### config.mk
export PLATFORM = sky130hd
export DESIGN_NAME = isif_axis_fifo
export DESIGN_NICKNAME = d
export VERILOG_FILES = /design/src/rtl/isif_axis_fifo.sv
export SDC_FILE = /design/constraint.sdc
export NUM_CORES = 1
export LEC_CHECK = 0
export CAP_MARGIN = 10
export CORE_MARGIN = 2
export CORE_UTILIZATION = 50
export CTS_CLUSTER_SIZE = 24
export DETAILED_ROUTE_END_ITERATION = 7
export GPL_ROUTABILITY_DRIVEN = 0
export PLACE_DENSITY = 0.67
export SYNTH_ARGS = -nofsm -noshare
export SYNTH_HDL_FRONTEND = slang
export SYNTH_SLANG_ARGS = --single-unit
export TNS_END_PERCENT = 30
### constraint.sdc
create_clock -name clk -period 6.05 [get_ports clk]
set_input_delay 0.605 -clock clk [delete_from_list [all_inputs] [get_ports clk]]
set_output_delay 0.605 -clock clk [all_outputs]
set_load 0.03 [all_outputs]
### src/rtl/isif_axis_fifo.sv
`default_nettype none
// ============================================================================
// Module   : isif_axis_fifo
// Purpose  : Buffers an AXI4-Stream slave beat stream in a first-word-fall-
//            through FIFO. It presents the head beat on the ISIF pop-style port.
// Revision : 1.0 - initial release
// ============================================================================
module isif_axis_fifo #(
    parameter int TRANS_BYTE_SIZE = 8,
    parameter int TRANS_BITS      = 64,
    parameter int DEPTH           = 16,
    parameter int ADDR_BITS       = 4
) (
    input  logic                       clk,
    input  logic                       reset,
    input  logic [TRANS_BITS-1:0]      s_axis_tdata,
    input  logic [TRANS_BYTE_SIZE-1:0] s_axis_tstrb,
    input  logic                       s_axis_tlast,
    input  logic                       s_axis_tuser,
    input  logic                       s_axis_tvalid,
    output logic                       s_axis_tready,
    output logic [TRANS_BITS-1:0]      dout_isif_data,
    output logic [TRANS_BYTE_SIZE-1:0] dout_isif_strb,
    output logic                       dout_isif_last,
    output logic                       dout_isif_user,
    output logic                       dout_isif_empty_n,
    input  logic                       din_isif_read,
    output logic [ADDR_BITS:0]         fill_level,
    output logic [15:0]                frame_cnt,
    output logic                       underflow_err
);

    localparam int               c_ENTRY_W = TRANS_BITS + TRANS_BYTE_SIZE + 2;
    localparam logic [ADDR_BITS:0] c_DEPTH = (ADDR_BITS + 1)'(DEPTH);

    logic [c_ENTRY_W-1:0] r_mem [DEPTH];
    logic [ADDR_BITS-1:0] r_wr_ptr;
    logic [ADDR_BITS-1:0] r_rd_ptr;
    logic [ADDR_BITS:0]   r_count;
    logic                 r_tready;
    logic [15:0]          r_frame_cnt;
    logic                 r_underflow;

    logic                 w_push;
    logic                 w_pop;
    logic                 w_empty_n;
    logic [ADDR_BITS:0]   w_count_next;
    logic [c_ENTRY_W-1:0] w_head;

    assign w_empty_n = (r_count != '0);
    assign w_push    = s_axis_tvalid && r_tready;
    assign w_pop     = din_isif_read && w_empty_n;

    always_comb begin
        w_count_next = r_count;
        if (w_push && !w_pop) begin
            w_count_next = r_count + 1'b1;
        end else if (w_pop && !w_push) begin
            w_count_next = r_count - 1'b1;
        end
    end

    // Storage is never reset: only the pointers decide what is valid.
    always_ff @(posedge clk) begin
        if (w_push) begin
            r_mem[r_wr_ptr] <= {s_axis_tdata, s_axis_tstrb, s_axis_tlast, s_axis_tuser};
        end
    end

    always_ff @(posedge clk or posedge reset) begin
        if (reset) begin
            r_wr_ptr    <= '0;
            r_rd_ptr    <= '0;
            r_count     <= '0;
            r_tready    <= 1'b0;
            r_frame_cnt <= '0;
            r_underflow <= 1'b0;
        end else begin
            if (w_push) begin
                r_wr_ptr <= r_wr_ptr + 1'b1;
            end
            if (w_pop) begin
                r_rd_ptr <= r_rd_ptr + 1'b1;
            end
            r_count <= w_count_next;
            // Registered from the next count so tready has no path from read/tvalid.
            r_tready <= (w_count_next != c_DEPTH);
            if (w_push && s_axis_tlast) begin
                r_frame_cnt <= r_frame_cnt + 16'd1;
            end
            if (din_isif_read && !w_empty_n) begin
                r_underflow <= 1'b1;
            end
        end
    end

    assign w_head            = r_mem[r_rd_ptr];
    assign dout_isif_data    = w_head[c_ENTRY_W-1 -: TRANS_BITS];
    assign dout_isif_strb    = w_head[2 +: TRANS_BYTE_SIZE];
    assign dout_isif_last    = w_head[1];
    assign dout_isif_user    = w_head[0];
    assign dout_isif_empty_n = w_empty_n;
    assign s_axis_tready     = r_tready;
    assign fill_level        = r_count;
    assign frame_cnt         = r_frame_cnt;
    assign underflow_err     = r_underflow;

endmodule
`default_nettype wire

# After elaboration in Yosys (flattened, before gate mapping)
# Memory sizes are Yosys's and may differ from the RTL's.
# Cells that the tools add are included.
# classes
addsub,5
n_mul,0
div_mod_pow,0
magnitude_cmp,0
eq_ne,1
n_shift,0
mux,4
bitwise_logic,0
n_reduce_logical,10
# op_table
op,n
$add A16 B1 Y16 const B,1
$mux W5,2
$add A4 B1 Y4 const B,2
$logic_and A1 B1 Y1,6
$add A5 B1 Y5 const B,1
$ne A5 B5 Y1 const B,1
$reduce_bool A5 Y1,1
$sub A5 B1 Y5 const B,1
$logic_not A1 Y1,3
$mux W1,2
# totals
ff_bits,31
latchBits,0
ram_bits,1184
mem_bits_ro,0
input_bits,78
out_inout_bits,98
wordCells,27
memories,1
# mem_list
name,depth,width,rd,rd_ports_with_merged_regs,wr,line,text
r_mem,16,74,1,0,1,36,logic [c_ENTRY_W-1:0] r_mem [DEPTH];

# Logic depth before layout (Yosys ltp)
# logic_depth
depth_word,6
ltp_mapped,7
ltp_nobuf,7

# Worst setup path after synthesis
# OpenSTA, ideal clock, no wires.
# synth_path
kind,flip-flop to flip-flop
from,reg r_tready (netlist: s_axis_tready)
to,mem r_mem[4][0] (netlist name) (enable)
setup_time_ns,0.441
arrival_time_ns,2.779
required_ns,5.609
setup_slack_ns,2.830
path_stages_with_launch,4
n_path_buf,0
synth_period_minus_slack_ns,3.220
path_cell_list,dfrtp_1 -> and3_1 -> nor2b_1 -> and2_1
# synth_via
elab_chain_cells,3
# synth_rtl
item,line,text
"start, declared",40,logic r_tready;
"start signal, assigned",87,r_tready <= (w_count_next != c_DEPTH);
$logic_and A1 B1 Y1,51,assign w_push = s_axis_tvalid && r_tready;
$mux W1,65,if (w_push) begin
$mux W1 (implied by the code),66,"r_mem[r_wr_ptr] <= {s_axis_tdata, s_axis_tstrb, s_axis_tlast, s_axis_tuser};"
"end, declared",36,
# Every way passes these cells.

# Worst setup path in the final report
# layout_path
from,reg r_rd_ptr[1]
to,out dout_isif_data[15]
# layout_via
elab_chain_cells,1
# layout_rtl
item,line,text
"start, declared",38,logic [ADDR_BITS-1:0] r_rd_ptr;
"start signal, assigned",83,r_rd_ptr <= r_rd_ptr + 1'b1;
$mem_v2 Z16 W74,-,
"end, declared",22,"output logic [TRANS_BITS-1:0] dout_isif_data,"
# Every way passes these cells.

==> metrics.md <==
| Metric | Value |
|---|---|
| Result of the run | `finished, final reports clean` |
| Nets in the synthesized netlist | `around 1,900` |
| Worst vdd ir | `about 0.33 mV` |
| Wire length per cell after detailed routing | `about 30 um` |
| Most common cell in the netlist | `sky130_fd_sc_hd__edfxtp_1` |
| Number of optimization iterations in the first detailed-route pass | `7` |
| Slew Limit Headroom | `0.209` |
| Setup Viol. Count Final | `0` |
| Standard-cell rows | `111` |
| Core Footprint | `a little over 0.09 sq mm` |
| Internal power summed over all cells | `0.0182 W` |
| Routed via count | `approximately 20,000` |
| Starting utilization of the core area | `0.502` |
| Max-cap violations | `0` |
| Total number of clock tree sinks | `approximately 1,200` |
| Highest cell delay on the worst timing path | `approximately 1200 ps` |
| Required arrival time at the worst endpoint | `around 5400 ps` |
| Start point of the critical path | `r_rd_ptr[1]` |
| Net switching power | `about 0.0078 W` |
| Critical path class | `flop to output port` |
| Maximum fanout along the worst path | `between 60 and 70` |
| Crit-path slowest cell | `sky130_fd_sc_hd__dfrtp_4` |
| Number of instances in the synthesized netlist | `between 1,500 and 2,000` |
| Highest Clock Rate | `between 200 and 250 MHz` |
| Worst setup margin | `between 1000 and 1500 ps` |
| Type of element launching the critical path | `flop` |
| Maximum clock skew at final layout | `17.3 ps` |
| Root buffer cell | `sky130_fd_sc_hd__clkbuf_16` |
| Sequential area share after synthesis | `0.792` |
| Signal arrival time at the worst endpoint | `a little under 4000 ps` |
| Launch point of the worst reg-to-reg path | `s_axis_tready` |
| Primary flip-flop cell chosen by synthesis mapping | `sky130_fd_sc_hd__edfxtp_1` |
| Share of layout cells above drive strength 1 | `0.288` |
| Die boundary width | `roughly 300 um` |
| Top cell type's share of synthesized area | `0.776` |
| Slew at the pin closest to its max-slew limit | `between 1000 and 1500 ps` |
| Total negative slack | `0 ps` |
| CTS tree | `yes` |
| Power density cells | `488 mW/mm^2` |
| Register share of total power | `0.413` |
| Async S/R FF share, synth | `0.0255` |
| Final hold vios | `0` |
| Number of primary I/O pins | `about 180` |
| Overall overflow remaining after global route | `0` |
| Hold WC Path Type | `input port to async pin` |
| Cells along the critical path | `buf_4 -> mux4_2 -> mux4_2 -> clkdlybuf4s50_1` |
| Area delta synth->final | `16.1%` |
| Cell area after synthesis | `~0.046 sq mm` |
| Final period utilization | `0.758` |
| H-Tree Level Count | `3` |
| Worst slack after detailed placement | `approximately 2200 ps` |
| CTS buffer count | `119` |
| Final max-slew violation count | `0` |
| Average size of a mapped cell | `between 20 and 30 sq um` |
| Die outline height | `between 300 and 400 um` |
| Most used standard cells in the synthesized netlist | `sky130_fd_sc_hd__edfxtp_1, sky130_fd_sc_hd__mux4_2, sky130_fd_sc_hd__clkbuf_1, sky130_fd_sc_hd__dfrtp_1, sky130_fd_sc_hd__buf_2` |
| Maximum number of pins on one net before global-route repair | `66` |
| Net switching share of the total power | `0.300` |
| Crit end category | `output port` |
| Number of buffers added for setup after CTS | `0` |
| Vias in the first global route | `21,300` |
| Number of vias per cell after detailed routing | `between 5 and 6` |
| Clock transition at the registers of the reported paths | `60 ps` |
| IO Port Bufs | `around 180` |
| Number of distinct library cell variants in the gate-level netlist after synthesis | `39` |
| Combinational share of power | `0.307` |
| Top cells by area, synth | `sky130_fd_sc_hd__edfxtp_1, sky130_fd_sc_hd__mux4_2, sky130_fd_sc_hd__dfrtp_1` |
| First-pass GRT wire length | `roughly 150,000 um` |
| Die area | `~0.094 sq mm` |
| Flop and latch count out of synthesis | `~1,200` |
| Longest Clk Path Bufs | `3` |
| Source-to-sink clock delay at the later pin of the worst-skew pair | `between 700 and 800 ps` |
| Setup repair after global routing missed its margin | `false` |
| Crit path time final | `about 4600 ps` |
| Initial antenna violation count | `8` |
| Most common cell on crit path | `sky130_fd_sc_hd__mux4_2` |
| Residual DRC count | `0` |
| Iter 0 DRT Violations | `1,923` |
| Half-perimeter wire length of the detailed placement result | `just over 50,000 um` |
| Hold bufs inserted after CTS | `0` |
| Net count reported at finish | `about 2,100` |
| Resize count post-CTS | `0` |
| Total routed wirelength | `~99,000 um` |
| Clock share of power | `0.279` |
| Area leader, netlist | `sky130_fd_sc_hd__edfxtp_1` |
| Total number of yosys warnings | `0` |
| Final ANT Viol Nets | `0` |
| Pleak | `around 17 nW` |
| Count of flip-flops with a built-in enable after synthesis | `between 1,000 and 1,500` |
| Gr usage total | `0.215` |
-- final timing paths --
path | end | slack [ps] | cells after the start
setup / recovery | dout_isif_data[15] | 1470 | 4
hold / removal | frame_cnt[11] | 310 | 3
setup reg to reg | r_mem[10][38] | 3160 | 4
hold reg to reg | underflow_err | 470 | 1
max in group asynchronous | r_rd_ptr[0] | 5400 | 3
min in group clk | underflow_err | 470 | 1
-- worst max-delay path, delay by kind of cell, from the launching register on --
kind,cells,cell delay [ps]
mux,2,890
flops,1,1160
buf+inv,2,1160
-- placed cells by master (no fill, tap or decap), types with 5 or more instances in the layout --
master,instances
sky130_fd_sc_hd__clkinv_1,27
sky130_fd_sc_hd__mux4_2,370
sky130_fd_sc_hd__clkinv_2,24
sky130_fd_sc_hd__inv_1,7
sky130_fd_sc_hd__edfxtp_1,1184
sky130_fd_sc_hd__nand2_1,12
sky130_fd_sc_hd__xnor2_1,21
sky130_fd_sc_hd__buf_12,15
sky130_fd_sc_hd__and2_4,12
sky130_fd_sc_hd__nand3_1,10
sky130_fd_sc_hd__bufinv_16,13
sky130_fd_sc_hd__clkbuf_1,25
sky130_fd_sc_hd__ha_1,8
sky130_fd_sc_hd__clkinvlp_4,5
sky130_fd_sc_hd__buf_4,36
sky130_fd_sc_hd__clkbuf_16,119
sky130_fd_sc_hd__dfrtp_1,27
sky130_fd_sc_hd__clkdlybuf4s50_1,175
-- sequential cells by signal, summed over array words and instances (netlist names) --
signal,count
r_mem,1184
s_axis_tready,1
r_wr_ptr,4
underflow_err,1
frame_cnt,16
r_rd_ptr,4
fill_level,5
-- cell type report --
cell class	instances	area, sq um
flip-flops and latches	1215	36300
clock buffers	144	3070
fillers	6350	38000
well taps	1186	1480
multi-input cells	480	9190
inverters	7	26.3
repair buffers	226	2320
diodes	3	7.51
clock inverters	79	763
-- kinds of logic after synthesis --
kind of cell	synth area share
DFF	0.792
muxes	0.182
buffers and inverters	0.00830
and+or+nand+nor	0.00852
xor gates and xnor gates	0.00478
AOI/OAI and AO/OA	0.00158
adders and majority gates	0.00240
-- metrics by stage --
stage / hold slack [ps] / power, W / utilization / instances / area [sq um]
global placement: 461 / 0.0189 / 0.541 / 3114 / 49400
finish: 306 / 0.0259 / 0.583 / 3340 / 53200
global route: 332 / 0.0270 / 0.583 / 3338 / 53200
floorplan: 481 / 0.0161 / - / 1786 / 45800
detailed placement: 466 / 0.0191 / 0.541 / 3114 / 49400
CTS: 282 / 0.0263 / 0.583 / 3337 / 53200
-- power groups by stage --
stage               clock [W]  sequential [W]  combinational (W)
floorplan                   0          0.0106            0.00552
global placement            0          0.0109            0.00808
detailed placement          0          0.0109            0.00814
CTS                   0.00738          0.0107            0.00817
global route          0.00772          0.0108            0.00843
finish                0.00725          0.0107            0.00798
-- routing by layer --
layer | part of all wire | up-vias | global-route usage
met5 | 0.00082 | - | 0
met2 | 0.50 | 658 | 0.352
met4 | 0.019 | 12 | 0.0546
li1 | - | 8336 | -
met1 | 0.41 | 10800 | 0.303
met3 | 0.065 | 134 | 0.0394
No activity file was read; power rests on OpenSTA's default activity.
